**src/rtl/ws2812_pkg.sv**
```systemverilog
// Shared WS2812 timing defaults, counter widths and receiver state encoding.
// Used by both the receive and transmit sides of the LED link.
package ws2812_pkg;

  localparam int unsigned WS_MIN_HIGH   = 8;
  localparam int unsigned WS_BIT_THRESH = 48;
  localparam int unsigned WS_MAX_HIGH   = 120;
  localparam int unsigned WS_RST_CYCLES = 4000;

  localparam int unsigned CNT_W = 12;
  localparam int unsigned IDX_W = 5;
  localparam int unsigned LEN_W = 10;
  localparam int unsigned PIX_W = 24;

  typedef enum logic [1:0] {
    RESYNC,
    WAIT_HIGH,
    MEAS_HIGH,
    MEAS_LOW
  } rx_state_e;

  function automatic logic [CNT_W-1:0] sat_inc_cnt(input logic [CNT_W-1:0] v);
    return (&v) ? v : v + CNT_W'(1);
  endfunction

  function automatic logic [LEN_W-1:0] sat_inc_len(input logic [LEN_W-1:0] v);
    return (&v) ? v : v + LEN_W'(1);
  endfunction

endpackage

```
**src/rtl/ws2812_rx_sync_edge.sv**
```systemverilog
// Two-flop synchronizer for the asynchronous data line plus an edge-detect
// register producing single-cycle rise/fall strobes on the synchronized level.
module sync_edge (
  input  logic clk_in,
  input  logic rst_n_in,
  input  logic async_in,
  output logic level_out,
  output logic rise_out,
  output logic fall_out
);

  logic [1:0] sync_q;
  logic       prev_q;

  always_ff @(posedge clk_in or negedge rst_n_in) begin
    if (!rst_n_in) begin
      sync_q <= 2'b00;
      prev_q <= 1'b0;
    end else begin
      sync_q <= {sync_q[0], async_in};
      prev_q <= sync_q[1];
    end
  end

  assign level_out = sync_q[1];
  assign rise_out  = sync_q[1] & ~prev_q;
  assign fall_out  = ~sync_q[1] & prev_q;

endmodule

```
**src/rtl/ws2812_rx.sv**
```systemverilog
// WS2812 NRZ receiver: measures high/low pulse widths on the synchronized line,
// assembles 24-bit GRB pixels and reports frame length at each latch gap.
module ws2812_rx
  import ws2812_pkg::*;
#(
  parameter int unsigned MIN_HIGH   = WS_MIN_HIGH,
  parameter int unsigned BIT_THRESH = WS_BIT_THRESH,
  parameter int unsigned MAX_HIGH   = WS_MAX_HIGH,
  parameter int unsigned RST_CYCLES = WS_RST_CYCLES
) (
  input  logic             clk_in,
  input  logic             rst_n_in,
  input  logic             ws2812_data_in,
  output logic             pixel_rdy_out,
  output logic [PIX_W-1:0] pixel_data_out,
  output logic             frame_rdy_out,
  output logic [LEN_W-1:0] frame_len_out,
  output logic             err_out
);

  localparam logic [CNT_W-1:0] MIN_HIGH_C   = CNT_W'(MIN_HIGH);
  localparam logic [CNT_W-1:0] BIT_THRESH_C = CNT_W'(BIT_THRESH);
  localparam logic [CNT_W-1:0] MAX_HIGH_C   = CNT_W'(MAX_HIGH);
  localparam logic [CNT_W-1:0] RST_C        = CNT_W'(RST_CYCLES);
  localparam logic [IDX_W-1:0] LAST_IDX_C   = IDX_W'(PIX_W - 1);

  logic level, rise, fall;

  sync_edge u_sync_edge (
    .clk_in    (clk_in),
    .rst_n_in  (rst_n_in),
    .async_in  (ws2812_data_in),
    .level_out (level),
    .rise_out  (rise),
    .fall_out  (fall)
  );

  rx_state_e        state_q, state_d;
  logic [CNT_W-1:0] cnt_q, cnt_d;
  logic [PIX_W-1:0] shift_q, shift_d;
  logic [IDX_W-1:0] bit_idx_q, bit_idx_d;
  logic [LEN_W-1:0] pix_cnt_q, pix_cnt_d;
  logic [PIX_W-1:0] pixel_q, pixel_d;
  logic [LEN_W-1:0] frame_len_q, frame_len_d;
  logic             pixel_rdy_q, pixel_rdy_d;
  logic             frame_rdy_q, frame_rdy_d;
  logic             err_q, err_d;

  // The counter value once the current clock is included; the edge clocks
  // themselves are counted as the first clock of the new level.
  logic [CNT_W-1:0] cnt_inc;
  logic             too_long, glitch, bit_val, gap, resync_done;

  assign cnt_inc     = sat_inc_cnt(cnt_q);
  assign too_long    = (state_q == MEAS_HIGH) && level && (cnt_inc > MAX_HIGH_C);
  assign glitch      = (state_q == MEAS_HIGH) && fall && (cnt_q < MIN_HIGH_C);
  assign bit_val     = (cnt_q >= BIT_THRESH_C);
  assign gap         = (state_q == MEAS_LOW) && !level && (cnt_inc >= RST_C);
  assign resync_done = (state_q == RESYNC) && !level && (cnt_inc >= RST_C);

  always_ff @(posedge clk_in or negedge rst_n_in) begin
    if (!rst_n_in) state_q <= RESYNC;
    else           state_q <= state_d;
  end

  always_comb begin
    state_d = state_q;
    unique case (state_q)
      RESYNC:    if (resync_done) state_d = WAIT_HIGH;
      WAIT_HIGH: if (rise) state_d = MEAS_HIGH;
      MEAS_HIGH: begin
        if (too_long || glitch) state_d = RESYNC;
        else if (fall)          state_d = MEAS_LOW;
      end
      MEAS_LOW: begin
        if (rise)     state_d = MEAS_HIGH;
        else if (gap) state_d = WAIT_HIGH;
      end
      default:   state_d = RESYNC;
    endcase
  end

  // Datapath and pulse outputs; any frame in progress while resynchronizing is dropped.
  always_comb begin
    cnt_d       = cnt_q;
    shift_d     = shift_q;
    bit_idx_d   = bit_idx_q;
    pix_cnt_d   = pix_cnt_q;
    pixel_d     = pixel_q;
    frame_len_d = frame_len_q;
    pixel_rdy_d = 1'b0;
    frame_rdy_d = 1'b0;
    err_d       = 1'b0;
    unique case (state_q)
      RESYNC: begin
        cnt_d     = level ? '0 : cnt_inc;
        pix_cnt_d = '0;
        bit_idx_d = '0;
        shift_d   = '0;
      end
      WAIT_HIGH: begin
        if (rise) cnt_d = CNT_W'(1);
      end
      MEAS_HIGH: begin
        if (too_long) begin
          err_d     = 1'b1;
          cnt_d     = '0;
          bit_idx_d = '0;
          shift_d   = '0;
          pix_cnt_d = '0;
        end else if (glitch) begin
          err_d     = 1'b1;
          cnt_d     = '0;
          bit_idx_d = '0;
          shift_d   = '0;
        end else if (fall) begin
          cnt_d   = CNT_W'(1);
          shift_d = {shift_q[PIX_W-2:0], bit_val};
          if (bit_idx_q == LAST_IDX_C) begin
            pixel_d     = {shift_q[PIX_W-2:0], bit_val};
            pixel_rdy_d = 1'b1;
            bit_idx_d   = '0;
            pix_cnt_d   = sat_inc_len(pix_cnt_q);
          end else begin
            bit_idx_d = bit_idx_q + IDX_W'(1);
          end
        end else begin
          cnt_d = cnt_inc;
        end
      end
      MEAS_LOW: begin
        if (rise) begin
          cnt_d = CNT_W'(1);
        end else begin
          cnt_d = cnt_inc;
          if (gap) begin
            frame_rdy_d = 1'b1;
            frame_len_d = pix_cnt_q;
            pix_cnt_d   = '0;
            err_d       = (bit_idx_q != '0);
            bit_idx_d   = '0;
            shift_d     = '0;
          end
        end
      end
      default: ;
    endcase
  end

  always_ff @(posedge clk_in or negedge rst_n_in) begin
    if (!rst_n_in) begin
      cnt_q       <= '0;
      shift_q     <= '0;
      bit_idx_q   <= '0;
      pix_cnt_q   <= '0;
      pixel_q     <= '0;
      frame_len_q <= '0;
      pixel_rdy_q <= 1'b0;
      frame_rdy_q <= 1'b0;
      err_q       <= 1'b0;
    end else begin
      cnt_q       <= cnt_d;
      shift_q     <= shift_d;
      bit_idx_q   <= bit_idx_d;
      pix_cnt_q   <= pix_cnt_d;
      pixel_q     <= pixel_d;
      frame_len_q <= frame_len_d;
      pixel_rdy_q <= pixel_rdy_d;
      frame_rdy_q <= frame_rdy_d;
      err_q       <= err_d;
    end
  end

  assign pixel_rdy_out  = pixel_rdy_q;
  assign pixel_data_out = pixel_q;
  assign frame_rdy_out  = frame_rdy_q;
  assign frame_len_out  = frame_len_q;
  assign err_out        = err_q;

endmodule

```
**config.mk**
```make
export PLATFORM = sky130hd
export DESIGN_NAME = ws2812_rx
export DESIGN_NICKNAME = d
export VERILOG_FILES = /design/src/rtl/ws2812_pkg.sv /design/src/rtl/ws2812_rx_sync_edge.sv /design/src/rtl/ws2812_rx.sv
export SDC_FILE = /design/constraint.sdc
export NUM_CORES = 1
export LEC_CHECK = 0
export ABC_AREA = 1
export CORE_MARGIN = 5
export CORE_UTILIZATION = 52
export CTS_CLUSTER_SIZE = 20
export DETAILED_ROUTE_END_ITERATION = 10
export PLACE_DENSITY = 0.82
export SLEW_MARGIN = 15
export SYNTH_ARGS = -nofsm -noshare
export SYNTH_HDL_FRONTEND = slang
export SYNTH_SLANG_ARGS = --single-unit
```
**constraint.sdc**
```tcl
create_clock -name clk_in -period 2.15 [get_ports clk_in]
set_input_delay 0.43 -clock clk_in [delete_from_list [all_inputs] [get_ports clk_in]]
set_output_delay 0.43 -clock clk_in [all_outputs]
set_load 0.02 [all_outputs]
```
==> impl_results.md <==
- Reg clk slew, reported paths: approximately 0.090 ns
- Initial antenna violation count: 0
- Worst slew slack as a fraction of its limit: between 50% and 60%
- Fillers: around 700
- Width of the die: approximately 100 µm
- Worst slack, placed: -0.0753 ns
- Post-Route Skew: approximately 0.012 ns
- Cell accounting for the most synthesized area: dfrtp_1
- Worst min path class: reg2reg
- First-pass GRT wire length: 17500 µm
- Final layout net count: roughly 640
- Post-route core utilization: between 60 and 70%
- Total grt overflow: 0
- Dominant cells by area after synthesis: dfrtp_1 (50%), nand2_1 (20%), nand3_1 (6.8%), inv_1 (3.2%), nor2_1 (2.9%)
- Synth Register Bits: between 90 and 100
- Iter 0 DRT Violations: a little over 400
- Largest net degree at the start of global routing: 43
- VDD IR-drop max: around 0.26 mV
- Residual DRC count: 0
- Top_reg_cell synth: dfrtp_1
- Hold Vio Cnt, Final: 0
- Most numerous cell types in the synthesized netlist: nand2_1 (238), dfrtp_1 (92), nand3_1 (62)
- Highest fanout seen on the critical path: 8
- Critical Path End Type: flip-flop
- Final critical-path required period: between 2 and 2.5 ns
- Share of cells above drive strength 1: 15.0%
- Category of the worst setup path launch point: flip-flop
- Number of cells in the design after placement: 720
- Final-layout setup total negative slack: -1.61 ns
- Total of endpoints with negative setup slack in the final report: 39
- Post-Syn Area per Cell: between 8 and 9 µm²
- Total Wirelength: approximately 10000 µm
- Max-cap violations: 0
- Combined area of all synthesized cells: between 4000 and 5000 µm²
- GRT Overall Usage: roughly a fifth
- Routed via count: ~4000
- Start point of the worst hold path: u_sync_edge.sync_q[0]$_DFF_PN0_
- Final HPWL DP: 6800 µm
- Type of the setup path with the least slack: reg2reg
- Number of flops mapped to enable cells by yosys: 0
- Nets in the synthesized netlist: roughly 580
- FF-to-FF Start: cnt_q[4]$_DFFE_PN0N_
- Violations in the final reports: setup timing
- Non-Filler Cell Area, Final: 5530 µm²
- Post-synthesis to final-layout area growth: 20.8%
- Pins over their slew limit: 0
- Via count normalized by instance count: about 5.5
- Status: complete, but fails checks
- Launching element of the worst setup path: cnt_q[4]$_DFFE_PN0N_
- Routed WL per cell: between 10 and 15 µm
- Number of cells in the finished layout apart from fillers: between 700 and 800
- Depth of the CTS H-tree: 3
- Placed standard-cell area: slightly above 5000 µm²
- Total number of yosys warnings: 0
- Static leakage power: 2.84 nW
- 1st-pass router iterations: 6
- Maximum clock rate: 0.451 GHz
- Fraction of registers with async set or reset after synthesis: between 90% and 100%
- Number of clock sinks seen by CTS: 92
- Clock root cell: clkbuf_8
- Worst-margin pin slew: 0.613 ns
- RSZ-0062 raised after global routing: yes
- TritonCTS buffer count: 9
- Ant diodes: 0
- Syn Inst Count: 572
- Initial Utilization: between 50% and 60%
- Insertion delay to the later sink of the worst-skew pair: around 0.37 ns
- Via count of the first global-routing pass: approximately 3800
- Number of distinct library cells after synthesis: 31
- Data required time of the critical path: between 2 and 2.5 ns
- Placer Congestion: approximately 0.92
- DIE HEIGHT: between 100 and 150 µm
- Number of core rows: 34
- Max Root-Sink Buffers: 2
- Crit path setup slack, layout: -0.0687 ns
- Share of synthesized area occupied by flip-flops and latches: 50.3%
- PD cells: 547 nW/µm²
- Die footprint: around 11000 µm²
- Clock tree from TritonCTS: done
- Count of nets left with antenna violations after detail routing: 0
- Final worst path period share: 103%
- Input/output buffers: 39
- Leading cell type by number of instances after synthesis: nand2_1
- Signal arrival time at the worst endpoint: between 2 and 3 ns
- Number of ports placed on the die boundary: 40
- Share of the synthesized area in the top cell type: between 50% and 60%
- Area of the core region: about 8600 µm²
[cell families (layout without fill, tap and decap cells)]
group	Yosys count	in the layout	synth area share [%]
xor gates and xnor gates	9	9	1.72
buffers and inverters	61	127	6.75
AOI/OAI and AO/OA	32	32	4.32
adders and majority gates	4	4	1.09
DFF	92	92	50.3
and+or+nand+nor	374	376	35.8
[registers in the layout, summed over array words and instances, names as in the netlist, 2 cells and up]
name / cells
bit_idx_q: 5
shift_q: 23
u_sync_edge.sync_q: 2
pixel_data_out: 24
state_q: 2
frame_len_out: 10
pix_cnt_q: 10
cnt_q: 12
[path summary, 6_finish.rpt]
check / to / slack, ns / cells past startpoint
max: pix_cnt_q[2]$_DFFE_PN0P_ / -0.07 / 15
min: u_sync_edge.sync_q[1]$_DFF_PN0_ / 0.36 / 0
max reg2reg: pix_cnt_q[2]$_DFFE_PN0P_ / -0.07 / 15
max in group asynchronous: shift_q[12]$_DFFE_PN0P_ / 0.98 / 3
min in group asynchronous: frame_len_out[4]$_DFFE_PN0P_ / 0.52 / 2
min reg2reg: u_sync_edge.sync_q[1]$_DFF_PN0_ / 0.36 / 0
[per-layer routing]
metal	global-route usage (%)	part of all wire (%)
met1	24.9	41
met2	31.2	49
met4	7.96	3.0
met3	4.35	6.5
met5	0	0
[final cells by class]
class                      count  area [µm²]  area share (%)
clock inverter                 6        72.6            1.31
sequential                    92        2300            41.7
timing repair buffer          69         632            11.4
inverter                      43         181            3.28
multi-input combinational    421        2080            37.6
tap                          108         135            2.44
clock buffer                   9         124            2.24
[critical path: stages (launching register included)]
cell and delay (ns):
dfrtp_1 0.44, nand2_2 0.12, nor2_4 0.14, buf_4 0.13, nand3_4 0.16, nand2_1 0.14, nand2_2 0.09, nand3b_1 0.11
nand2_1 0.07, nand2_2 0.08, nand2_4 0.10, nand2_8 0.14, nand2_8 0.10, nor2_4 0.19, nand2_1 0.09, nand2_1 0.06
[repair_timing]
item / CTS / global route
buffers inserted: 3 / 7
pin swaps: 1 / 8
cloned: 1 / 1
hold buffers: 1 / 0
endpoints found under the hold margin: 26 / 0
endpoints found under the setup margin: 56 / 62
gates resized for setup: 8 / 28
[power by group]
| part | total, mW | internal (mW) | switching [mW] |
|---|---|---|---|
| clock network | 1.19 | 0.543 | 0.643 |
| logic | 0.0975 | 0.0301 | 0.0674 |
| registers | 1.74 | 1.74 | 0.00615 |
| total | 3.03 | 2.31 | 0.716 |
[cell usage in the layout, fill, tap and decap left out, drive strengths merged]
cell | Yosys | final
a21oi | 3 | 3
a31oi | 1 | 1
buf | 13 | 30
bufinv | 0 | 1
clkbuf | 5 | 9
clkdlybuf4s50 | 0 | 38
clkinvlp | 0 | 3
dfrtp | 92 | 92
dlygate4sd3 | 0 | 1
ha | 4 | 4
inv | 43 | 45
nand2 | 248 | 249
nand3 | 67 | 68
nand3b | 2 | 2
nand4 | 10 | 10
nor2 | 41 | 41
nor3 | 6 | 6
o211ai | 1 | 1
o21ai | 27 | 27
xnor2 | 2 | 2
xor2 | 7 | 7
[per-stage QoR]
stage,hold slack [ns],power [mW]
floorplan,0.134,1.81
global placement,0.335,1.87
detailed placement,0.349,1.87
CTS,0.366,3.04
global route,0.378,3.13
finish,0.363,3.03
No activity file was read; power rests on OpenSTA's default activity.
